===== src/rtl/ram_wr_gen_if.sv =====
// Bundle of the fill control inputs and the RAM port-A write/status outputs.
// The master modport belongs to the generator and the slave modport to its user.
interface ram_wr_gen_if #(
    parameter int DATA_W = 8,
    parameter int ADDR_W = 6
);
    logic              start;
    logic              abort;
    logic              cont;
    logic [1:0]        mode;
    logic [DATA_W-1:0] seed;
    logic              ram_wr_en;
    logic              ram_wr_we;
    logic [ADDR_W-1:0] ram_wr_addr;
    logic [DATA_W-1:0] ram_wr_data;
    logic              rd_flag;
    logic              busy;
    logic              done;
    logic [7:0]        pass_cnt;

    modport master (
        input  start, abort, cont, mode, seed,
        output ram_wr_en, ram_wr_we, ram_wr_addr, ram_wr_data,
               rd_flag, busy, done, pass_cnt
    );

    modport slave (
        output start, abort, cont, mode, seed,
        input  ram_wr_en, ram_wr_we, ram_wr_addr, ram_wr_data,
               rd_flag, busy, done, pass_cnt
    );
endinterface


===== src/rtl/ram_wr_gen.sv =====
// Write-side pattern generator: fills DEPTH RAM words per pass with one of four
// patterns, single-shot or wrapping, and raises a sticky rd_flag at a fill threshold.
//
//   state | meaning
//   IDLE  | no writes issued; waiting for a start pulse
//   WRITE | one RAM write per cycle at ram_wr_addr
module ram_wr_gen #(
    parameter int DATA_W    = 8,
    parameter int ADDR_W    = 6,
    parameter int DEPTH     = 64,
    parameter int RD_THRESH = 32
) (
    input  logic              clk,
    input  logic              rst,
    ram_wr_gen_if.master      bus
);
    typedef enum logic {IDLE, WRITE} state_t;

    state_t            state, state_nxt;
    logic [1:0]        mode_q, mode_nxt;
    logic [DATA_W-1:0] seed_q, seed_nxt;
    logic              cont_q, cont_nxt;
    logic              en_q, en_nxt;
    logic              busy_q, busy_nxt;
    logic              done_q, done_nxt;
    logic              rd_flag_q, rd_flag_nxt;
    logic [ADDR_W-1:0] addr_q, addr_nxt;
    logic [DATA_W-1:0] data_q, data_nxt;
    logic [7:0]        pass_q, pass_nxt;
    logic              last_word;
    logic              thresh_word;

    function automatic logic [DATA_W-1:0] pattern(input logic [1:0]        m,
                                                  input logic [DATA_W-1:0] s,
                                                  input logic [ADDR_W-1:0] i);
        logic [31:0]       iw;
        logic [DATA_W-1:0] p;
        iw = 32'(i);
        case (m)
            2'd0:    p = iw[DATA_W-1:0];
            2'd1:    p = s + iw[DATA_W-1:0];
            2'd2:    p = DATA_W'(1) << (iw % 32'(DATA_W));
            default: p = s;
        endcase
        return p;
    endfunction

    assign last_word   = (addr_q == ADDR_W'(DEPTH - 1));
    assign thresh_word = (addr_q == ADDR_W'(RD_THRESH - 1));

    always_ff @(posedge clk) begin
        if (rst) begin
            state     <= IDLE;
            mode_q    <= '0;
            seed_q    <= '0;
            cont_q    <= 1'b0;
            en_q      <= 1'b0;
            busy_q    <= 1'b0;
            done_q    <= 1'b0;
            rd_flag_q <= 1'b0;
            addr_q    <= '0;
            data_q    <= '0;
            pass_q    <= '0;
        end else begin
            state     <= state_nxt;
            mode_q    <= mode_nxt;
            seed_q    <= seed_nxt;
            cont_q    <= cont_nxt;
            en_q      <= en_nxt;
            busy_q    <= busy_nxt;
            done_q    <= done_nxt;
            rd_flag_q <= rd_flag_nxt;
            addr_q    <= addr_nxt;
            data_q    <= data_nxt;
            pass_q    <= pass_nxt;
        end
    end

    always_comb begin
        state_nxt = state;
        case (state)
            IDLE:    if (bus.start) state_nxt = WRITE;
            WRITE:   if (bus.abort || (last_word && !cont_q)) state_nxt = IDLE;
            default: state_nxt = IDLE;
        endcase
    end

    always_comb begin
        mode_nxt    = mode_q;
        seed_nxt    = seed_q;
        cont_nxt    = cont_q;
        en_nxt      = en_q;
        busy_nxt    = busy_q;
        done_nxt    = 1'b0;
        rd_flag_nxt = rd_flag_q;
        addr_nxt    = addr_q;
        data_nxt    = data_q;
        pass_nxt    = pass_q;
        case (state)
            IDLE: begin
                if (bus.start) begin
                    mode_nxt    = bus.mode;
                    seed_nxt    = bus.seed;
                    cont_nxt    = bus.cont;
                    en_nxt      = 1'b1;
                    busy_nxt    = 1'b1;
                    rd_flag_nxt = 1'b0;
                    addr_nxt    = '0;
                    data_nxt    = pattern(bus.mode, bus.seed, '0);
                    pass_nxt    = '0;
                end
            end
            WRITE: begin
                // The threshold write is issued even if this cycle aborts.
                if (thresh_word) rd_flag_nxt = 1'b1;
                if (bus.abort) begin
                    en_nxt   = 1'b0;
                    busy_nxt = 1'b0;
                end else if (last_word) begin
                    if (pass_q != 8'hFF) pass_nxt = pass_q + 8'd1;
                    if (cont_q) begin
                        addr_nxt = '0;
                        data_nxt = pattern(mode_q, seed_q, '0);
                    end else begin
                        en_nxt   = 1'b0;
                        busy_nxt = 1'b0;
                        done_nxt = 1'b1;
                    end
                end else begin
                    addr_nxt = addr_q + ADDR_W'(1);
                    data_nxt = pattern(mode_q, seed_q, addr_q + ADDR_W'(1));
                end
            end
            default: begin
                en_nxt   = 1'b0;
                busy_nxt = 1'b0;
            end
        endcase
    end

    assign bus.ram_wr_en   = en_q;
    assign bus.ram_wr_we   = en_q;
    assign bus.ram_wr_addr = addr_q;
    assign bus.ram_wr_data = data_q;
    assign bus.rd_flag     = rd_flag_q;
    assign bus.busy        = busy_q;
    assign bus.done        = done_q;
    assign bus.pass_cnt    = pass_q;
endmodule


===== src/flat_wrapper.sv =====
// flat-port wrapper written by rule: the top's interface ports become plain ports
module ram_wr_gen_flat 
#(
    parameter int DATA_W    = 8,
    parameter int ADDR_W    = 6,
    parameter int DEPTH     = 64,
    parameter int RD_THRESH = 32
)
  (clk, rst, bus_start, bus_abort, bus_cont, bus_mode, bus_seed, bus_ram_wr_en, bus_ram_wr_we, bus_ram_wr_addr, bus_ram_wr_data, bus_rd_flag, bus_busy, bus_done, bus_pass_cnt);
  ram_wr_gen_if #(.DATA_W(DATA_W), .ADDR_W(ADDR_W)) bus_i ();
  input  logic clk;
  input  logic rst;
  input wire logic [$bits(bus_i.start)-1:0] bus_start;
  input wire logic [$bits(bus_i.abort)-1:0] bus_abort;
  input wire logic [$bits(bus_i.cont)-1:0] bus_cont;
  input wire logic [$bits(bus_i.mode)-1:0] bus_mode;
  input wire logic [$bits(bus_i.seed)-1:0] bus_seed;
  output wire logic [$bits(bus_i.ram_wr_en)-1:0] bus_ram_wr_en;
  output wire logic [$bits(bus_i.ram_wr_we)-1:0] bus_ram_wr_we;
  output wire logic [$bits(bus_i.ram_wr_addr)-1:0] bus_ram_wr_addr;
  output wire logic [$bits(bus_i.ram_wr_data)-1:0] bus_ram_wr_data;
  output wire logic [$bits(bus_i.rd_flag)-1:0] bus_rd_flag;
  output wire logic [$bits(bus_i.busy)-1:0] bus_busy;
  output wire logic [$bits(bus_i.done)-1:0] bus_done;
  output wire logic [$bits(bus_i.pass_cnt)-1:0] bus_pass_cnt;
  assign bus_i.start = bus_start;
  assign bus_i.abort = bus_abort;
  assign bus_i.cont = bus_cont;
  assign bus_i.mode = bus_mode;
  assign bus_i.seed = bus_seed;
  assign bus_ram_wr_en = bus_i.ram_wr_en;
  assign bus_ram_wr_we = bus_i.ram_wr_we;
  assign bus_ram_wr_addr = bus_i.ram_wr_addr;
  assign bus_ram_wr_data = bus_i.ram_wr_data;
  assign bus_rd_flag = bus_i.rd_flag;
  assign bus_busy = bus_i.busy;
  assign bus_done = bus_i.done;
  assign bus_pass_cnt = bus_i.pass_cnt;
  ram_wr_gen #(.DATA_W(DATA_W), .ADDR_W(ADDR_W), .DEPTH(DEPTH), .RD_THRESH(RD_THRESH)) u_core (.clk(clk), .rst(rst), .bus(bus_i));
endmodule

===== config.mk =====
export PLATFORM = sky130hd
export DESIGN_NAME = ram_wr_gen_flat
export DESIGN_NICKNAME = d
export VERILOG_FILES = /design/src/rtl/ram_wr_gen_if.sv /design/src/rtl/ram_wr_gen.sv /design/src/flat_wrapper.sv
export SDC_FILE = /design/constraint.sdc
export NUM_CORES = 1
export LEC_CHECK = 0
export BUFFER_PORTS_ARGS = -buffer_cell sky130_fd_sc_hd__buf_2
export CORE_ASPECT_RATIO = 1.4
export CORE_MARGIN = 5
export CORE_UTILIZATION = 30
export CTS_BUF_LIST = sky130_fd_sc_hd__clkbuf_8
export CTS_CLUSTER_DIAMETER = 30
export DETAILED_ROUTE_END_ITERATION = 8
export GPL_TIMING_DRIVEN = 0
export PLACE_DENSITY_LB_ADDON = 0.1
export SLEW_MARGIN = 40
export SYNTH_ARGS = -nofsm -noshare
export SYNTH_HDL_FRONTEND = slang
export SYNTH_SLANG_ARGS = --single-unit

===== constraint.sdc =====
create_clock -name clk -period 2.18 [get_ports clk]
set_input_delay 0.109 -clock clk [delete_from_list [all_inputs] [get_ports clk]]
set_output_delay 0.109 -clock clk [all_outputs]
set_load 0.01 [all_outputs]

==> run summary, run 1 <==
============================================================================================
Insertion delay to the later sink of the worst-skew pair                             0.29 ns
DP Area                                                                         0.002856 mm^2
Synthesized-area fraction occupied by ao, oa, aoi and oai cells                       0.2518
Via count of the first global-routing pass                                              2626
Count of state elements after synthesis                                                   37
Max Cap Violations                                                                         0
Worst EP arrival                                                                     2.44 ns
Data required time at the worst endpoint                                             2.38 ns
Biggest area consumer among synthesized cells                                   sky130_fd_sc_hd__dfxtp_1
Category of the worst setup path capture point                                          flop
Worst setup path class                                                          flop to flop
Count of flip-flops with a built-in enable after synthesis                                 0
Avg WL per Cell                                                                     18.44 um
Multi-input combinational cell area                                             0.001821 mm^2
Mean area per synthesized cell                                                    7.734 um^2
Tightest Hold Check Type                                                        input pin to flop
Number of routed nets with antenna violations                                              0
Final period util                                                                      1.027
Antenna violations before repair                                                           0
Run status                                                                      finished with violations
Dominant combinational cell family by area after synthesis                      simple AND/OR/NAND/NOR gates
Least setup slack across all paths after layout                                  -0.05803 ns
GR Overflow Total                                                                          0
Number of cells in the design after placement                                            462
Fin nets                                                                                 411
Ranking of synthesized cells by instance count                                  41 x sky130_fd_sc_hd__nand2_1, 37 x sky130_fd_sc_hd__dfxtp_1, 36 x sky130_fd_sc_hd__nor2_1
H-tree level count                                                                         2
Mapped Nets                                                                              348
Count of synthesis-stage warnings from yosys                                               0
Sequential fraction of the synthesis area                                             0.2993
Maximum clock rate                                                                 446.8 MHz
Longest Clk Path Bufs                                                                      2
Detailed Place HPWL                                                                  6580 um
Util after Layout                                                                     0.4082
Terminus of the critical flop-to-flop path                                      u_core.bus.ram_wr_data[4]$_SDFFE_PP0P_
Setup Viol. Count Final                                                                    3
Final slew viol count                                                                      0
Fraction of synthesis flops using an asynchronous set or reset pin                         0
Fin cells                                                                                485
Global-route wire length before repair                                              13920 um
Least-Margin Pin Slew                                                              0.7809 ns
Starting Density                                                                      0.3055
Number of buffers created by CTS                                                           5
Floorplan die area                                                              0.01019 mm^2
Fin. Hold Viols                                                                            0
Vertical die dimension                                                              117.5 um
Clock slew at the register clock pins of the worst setup and hold paths              0.08 ns
Leakage power summed over all cells                                                 1.270 nW
Std-Cell Rows                                                                             39
Post-route minimum period                                                           2.238 ns
XOR/XNOR Fraction of Synth Area                                                      0.04601
Area Growth Syn to Fin                                                                33.62%
Number of hold buffers added after CTS                                                     0
Tot GR Track Use                                                                      0.1743
Cell types with the largest area share after synthesis                          sky130_fd_sc_hd__dfxtp_1 30%, sky130_fd_sc_hd__a21oi_1 6.7%, sky130_fd_sc_hd__nand2_1 6.2%, sky130_fd_sc_hd__ha_1 6.1%, sky130_fd_sc_hd__nor2_1 5.5%
Power density normalized to cell area                                           473.7 mW/mm^2
Cell count after synthesis                                                               320
Number of DRC markers after the initial detailed-route iteration                         157
Pre-CTS setup slack                                                               -0.3970 ns
Crit path launch                                                                u_core.bus.ram_wr_addr[0]$_SDFFE_PP0P_
Setup crit start kind                                                                   flop
CTS tree                                                                               built
Maximum fanout along the worst path                                                        4
Vias per cell                                                                          5.412
IR drop worst, VDD                                                                 0.3015 mV
Most frequently used cell type in the post-synthesis netlist                    sky130_fd_sc_hd__nand2_1
Wire length after detailed routing                                                   8941 um
Initial DRT Pass Iterations                                                                5
PortBufs                                                                                  40
R2R depth                                                                                  9
Violated checks                                                                 setup timing
Synth unique cells                                                                        58
Placer congestion estimate                                                            0.9118
Via total after detailed routing                                                        2625
Count of clock tree sinks                                                                 37
Final Cell Area                                                                 0.003307 mm^2
Area share of fa/ha/maj cells after synthesis                                        0.06876
Footprint of the flip-flops and latches                                           753.2 um^2
Area of the core region                                                         0.008100 mm^2
RSZ-0062 raised after global routing                                                     yes
Final total negative setup slack                                                  -0.1516 ns
Normalized max-slew margin                                                            0.4739
Proportion of synthesized area in mux cells                                          0.01264
Horizontal extent of the die                                                        86.76 um
Filler cells                                                                             863
DRC violations left                                                                        0
Proportion of netlist area held by the largest area contributor                       0.2993
Largest net degree at the start of global routing                                         12
Capture point of the worst path                                                 u_core.bus.ram_wr_data[4]$_SDFFE_PP0P_
Max Clock Skew                                                                   0.008052 ns
Antenna fix cells                                                                          0
Worst reg2reg startpoint                                                        u_core.bus.ram_wr_addr[0]$_SDFFE_PP0P_
Layout cells sized above 1                                                            0.3368
IO Count                                                                                  42
Most frequently used flop master after synthesis                                sky130_fd_sc_hd__dfxtp_1
Basic-gate share of the synthesized area counting and, or, nand and nor cells         0.2533
CTS Root Cell                                                                   sky130_fd_sc_hd__clkbuf_8
Synthesized area                                                                0.002475 mm^2
Reg2reg setup slack                                                                 -0.06 ns
============================================================================================
[flip-flops by register name, indices dropped and copies added, names as in the netlist]
name / count
u_core.bus.pass_cnt: 8
u_core.bus.ram_wr_data: 8
u_core.seed_q: 8
u_core.bus.ram_wr_addr: 6
u_core.mode_q: 2
u_core.bus.busy: 1
u_core.bus.done: 1
u_core.bus.rd_flag: 1
u_core.cont_q: 1
u_core.state: 1
[where the power goes]
part / total, W / switching (W) / internal (W)
combinational: 0.000322 / 0.000191 / 0.000130
clock: 0.000512 / 0.000261 / 0.000250
sequential: 0.000733 / 0.0000311 / 0.000702
[metrics by stage]
step	total power (W)	hold WS (ns)
3_3_place_gp	0.001033	0.3565
4_1_cts	0.001559	0.05799
3_5_place_dp	0.001033	0.3727
5_1_grt	0.001634	0.06696
2_1_floorplan	0.0009228	0.2450
6_report	0.001566	0.05023
[worst min-delay path by stage]
stage / from / end / slack (ns) / cells after the start
2_1_floorplan: bus_seed[0] / u_core.seed_q[0]$_SDFFE_PP0P_ / 0.24 / 2
3_3_place_gp: bus_cont / u_core.cont_q$_SDFFE_PP0P_ / 0.36 / 3
3_5_place_dp: bus_cont / u_core.cont_q$_SDFFE_PP0P_ / 0.37 / 3
4_1_cts: bus_cont / u_core.cont_q$_SDFFE_PP0P_ / 0.06 / 3
5_1_grt: bus_cont / u_core.cont_q$_SDFFE_PP0P_ / 0.07 / 3
6_report: bus_cont / u_core.cont_q$_SDFFE_PP0P_ / 0.05 / 3
[placed cells by master, fill, tap and decap left out, types with 6 or more instances in the layout]
cell / n
sky130_fd_sc_hd__buf_2: 44
sky130_fd_sc_hd__nand2_1: 39
sky130_fd_sc_hd__nor2_1: 35
sky130_fd_sc_hd__dfxtp_1: 33
sky130_fd_sc_hd__a21oi_1: 29
sky130_fd_sc_hd__buf_4: 22
sky130_fd_sc_hd__inv_1: 10
sky130_fd_sc_hd__nand3_1: 10
sky130_fd_sc_hd__clkbuf_1: 9
sky130_fd_sc_hd__o21ai_0: 8
sky130_fd_sc_hd__xnor2_1: 7
sky130_fd_sc_hd__ha_4: 6
sky130_fd_sc_hd__clkbuf_8: 6
[metal layers]
metal  GRT usage  vias to the layer above  wire length (um)
met2      0.3089                       91              4656
li1            -                     1266                 -
met5           0                        -                 0
met3     0.02661                       27               415
met4     0.08674                        0               348
met1      0.1967                     1241              3521
[cell families after synthesis]
family / after synthesis
fa+ha+maj: 13
mux: 3
xor+xnor: 13
simple gates: 129
buf+inv: 36
flops: 37
compound gates: 89
[area by class of cell]
cell class,instances,area share
buffer,19,0.03140
clock buffer,6,0.02497
clock inverter,1,0.002270
inverter,13,0.01476
multi-input combinational,247,0.5505
sequential,37,0.2278
tap,102,0.03859
timing repair buffer,60,0.1097
[timing repair]
| action | 4_1_cts | 5_1_grt |
|---|---|---|
| setup buffers | 13 | 7 |
| endpoints found under the setup margin | 6 | 12 |
| pin swaps | 16 | 18 |
| gates resized for setup | 31 | 20 |
[critical path: stages (launching register included)]
cell and delay [ns]:
sky130_fd_sc_hd__dfxtp_4 0.37, sky130_fd_sc_hd__inv_1 0.15, sky130_fd_sc_hd__ha_2 0.25, sky130_fd_sc_hd__inv_1 0.07
sky130_fd_sc_hd__fa_2 0.36, sky130_fd_sc_hd__nand2b_4 0.18, sky130_fd_sc_hd__a21oi_4 0.17, sky130_fd_sc_hd__xnor2_2 0.13
sky130_fd_sc_hd__nand4_1 0.14, sky130_fd_sc_hd__a311oi_1 0.32
No activity file was read; power rests on OpenSTA's default activity.
==> inputs of run 2 (changes only) <==
--- a/config.mk
+++ b/config.mk
@@ -13,6 +13,7 @@
 export CTS_CLUSTER_DIAMETER = 30
 export DETAILED_ROUTE_END_ITERATION = 8
 export GPL_TIMING_DRIVEN = 0
+export HOLD_SLACK_MARGIN = 0.12
 export PLACE_DENSITY_LB_ADDON = 0.1
 export SLEW_MARGIN = 40
 export SYNTH_ARGS = -nofsm -noshare
==> run 2 against run 1 <==
- the flow still finishes with violations (setup timing)
- clock power hardly changed
- routed wire length increased by 1.2%
- final cell count is 2.1% higher
- sequential power about the same
- sequential share of layout area decreased by 0.67 points
- combinational power grew 4%
- non-clock buffer count is 10 higher
- clock-buffer cell count unchanged
- critical endpoint is now u_core.bus.ram_wr_data[6]$_SDFFE_PP0P_
- largest cell class unchanged
==> run summary, run 2 (synthesis gave the netlist of run 1 again) <==
======================================================================================
Worst EP arrival                                                               2.45 ns
Avg WL per Cell                                                               18.27 um
Fin. Hold Viols                                                                      0
Horizontal extent of the die                                                  86.76 um
Crit path buf inv count                                                              1
Max stage delay on crit path                                                   0.38 ns
Via total after detailed routing                                                  2655
Footprint of the flip-flops and latches                                     753.2 um^2
Kind of cell adding the most delay to the critical path                   compound AO/OA/AOI/OAI gates
CTS tree                                                                         built
Data required time at the worst endpoint                                       2.39 ns
Wire length after detailed routing                                             9046 um
Setup crit start kind                                                             flop
H-tree level count                                                                   2
Least setup slack across all paths after layout                            -0.05825 ns
Area of the core region                                                   0.008100 mm^2
Violated checks                                                           setup timing
Max Clock Skew                                                             0.008241 ns
Antenna fix cells                                                                    0
Final period util                                                                1.027
Leakage power summed over all cells                                           1.311 nW
Tightest Hold Check Type                                                  input pin to flop
Vertical die dimension                                                        117.5 um
Global-route wire length before repair                                        14110 um
RSZ-0062 raised after global routing                                               yes
Detailed Place HPWL                                                            6580 um
Fin nets                                                                           421
Most common cell after layout, fill and taps aside                        sky130_fd_sc_hd__buf_2
CTS Root Cell                                                             sky130_fd_sc_hd__clkbuf_8
IR drop worst, VDD                                                           0.3022 mV
Number of cells in the design after placement                                      462
Layout cells sized above 1                                                      0.3282
Least-Margin Pin Slew                                                        0.7112 ns
Placer congestion estimate                                                      0.9118
Number of buffers created by CTS                                                     5
Number of DRC markers after the initial detailed-route iteration                   184
Tot GR Track Use                                                                0.1765
DP Area                                                                   0.002856 mm^2
Longest Clk Path Bufs                                                                2
Post-route minimum period                                                     2.238 ns
Vias per cell                                                                    5.364
Insertion delay to the later sink of the worst-skew pair                       0.29 ns
Multi-input combinational cell area                                       0.001821 mm^2
Via count of the first global-routing pass                                        2654
Area Growth Syn to Fin                                                          37.66%
Clock slew at the register clock pins of the worst setup and hold paths        0.08 ns
IO Count                                                                            42
Antenna violations before repair                                                     0
Final slew viol count                                                                0
Max stage delay cell, worst path                                          sky130_fd_sc_hd__dfxtp_4
Maximum clock rate                                                           446.8 MHz
Category of the worst setup path capture point                                    flop
Floorplan die area                                                        0.01019 mm^2
Top library cells by usage in the layout, fill and taps aside             44 x sky130_fd_sc_hd__buf_2, 39 x sky130_fd_sc_hd__nand2_1, 35 x sky130_fd_sc_hd__nor2_1
Setup Viol. Count Final                                                              3
Power density normalized to cell area                                     463.3 mW/mm^2
Starting Density                                                                0.3055
Largest net degree at the start of global routing                                   12
PortBufs                                                                            40
DRC violations left                                                                  0
Std-Cell Rows                                                                       39
Number of routed nets with antenna violations                                        0
GR Overflow Total                                                                    0
Worst setup path class                                                    flop to flop
Run status                                                                finished with violations
Count of clock tree sinks                                                           37
Initial DRT Pass Iterations                                                          4
Maximum fanout along the worst path                                                  8
Filler cells                                                                       856
Util after Layout                                                               0.4206
Max Cap Violations                                                                   0
Fin cells                                                                          495
Normalized max-slew margin                                                      0.5209
Series of cell instances along the critical path                          buf_4 -> nand4_1 -> xnor2_2 -> ha_4 -> a21oi_2 -> nand2_1 -> o21a_1 -> o2111a_1 -> a211oi_2
Final Cell Area                                                           0.003407 mm^2
======================================================================================
[run 2: changes by cell type in the layout (fill, tap and decap cells not counted), sizes merged]
cell and change:
dlygate4sd3 +10
[run 2: area by class of cell]
cell class | instances | share of cell area
clock inverters | 1 | 0.002203
well taps | 102 | 0.03746
plain buffers | 19 | 0.03048
clock buffers | 6 | 0.02424
repair buffers | 70 | 0.1359
inverters | 13 | 0.01432
flip-flops and latches | 37 | 0.2211
multi-input cells | 247 | 0.5343
[run 2: timing repair]
action                     CTS  global route
pin swaps                   16            18
buffers inserted            13             7
hold buffers                10             0
setup endpoints to repair    6            11
gates resized for setup     31            20
hold endpoints to repair    10             0
[run 2: tightest hold or removal path: cells and delay by family]
kind | cells | cell delay [ns]
compound gates | 1 | 0.05
buf+inv | 1 | 0.15
simple gates | 1 | 0.07
[run 2: path summary, 6_finish.rpt]
check | from | end | slack [ns] | depth (start not counted)
setup / recovery | u_core.bus.ram_wr_addr[0]$_SDFFE_PP0P_ | u_core.bus.ram_wr_data[6]$_SDFFE_PP0P_ | -0.06 | 9
hold / removal | bus_mode[0] | u_core.mode_q[0]$_SDFFE_PP0P_ | 0.14 | 3
hold reg to reg | u_core.bus.ram_wr_data[0]$_SDFFE_PP0P_ | u_core.bus.ram_wr_data[0]$_SDFFE_PP0P_ | 0.47 | 2
setup reg to reg | u_core.bus.ram_wr_addr[0]$_SDFFE_PP0P_ | u_core.bus.ram_wr_data[6]$_SDFFE_PP0P_ | -0.06 | 9
[run 2: through the flow]
step	setup WS [ns]	hold WS [ns]	power, W	setup TNS, ns
after global routing	-0.1278	0.1453	0.001649	-0.3712
after floorplan	-0.1269	0.2450	0.0009228	-0.1957
after detailed placement	-0.3970	0.3727	0.001033	-1.999
final	-0.05825	0.1377	0.001579	-0.1451
after CTS	-0.05022	0.1262	0.001572	-0.08223
after global placement	-0.4284	0.3565	0.001033	-2.167
[run 2: power by group]
group          leakage, nW  total [W]  switching, W  internal [W]
Combinational        0.963   0.000335      0.000193      0.000142
Sequential           0.305   0.000733     0.0000312      0.000702
Clock               0.0433   0.000510      0.000260      0.000250
[run 2: per-layer routing]
layer | vias up | part of all wire | track usage
met4 | 0 | 0.039 | 0.08674
met3 | 25 | 0.042 | 0.02661
met2 | 74 | 0.53 | 0.3151
met5 | - | 0 | 0
li1 | 1285 | - | -
met1 | 1271 | 0.39 | 0.1979
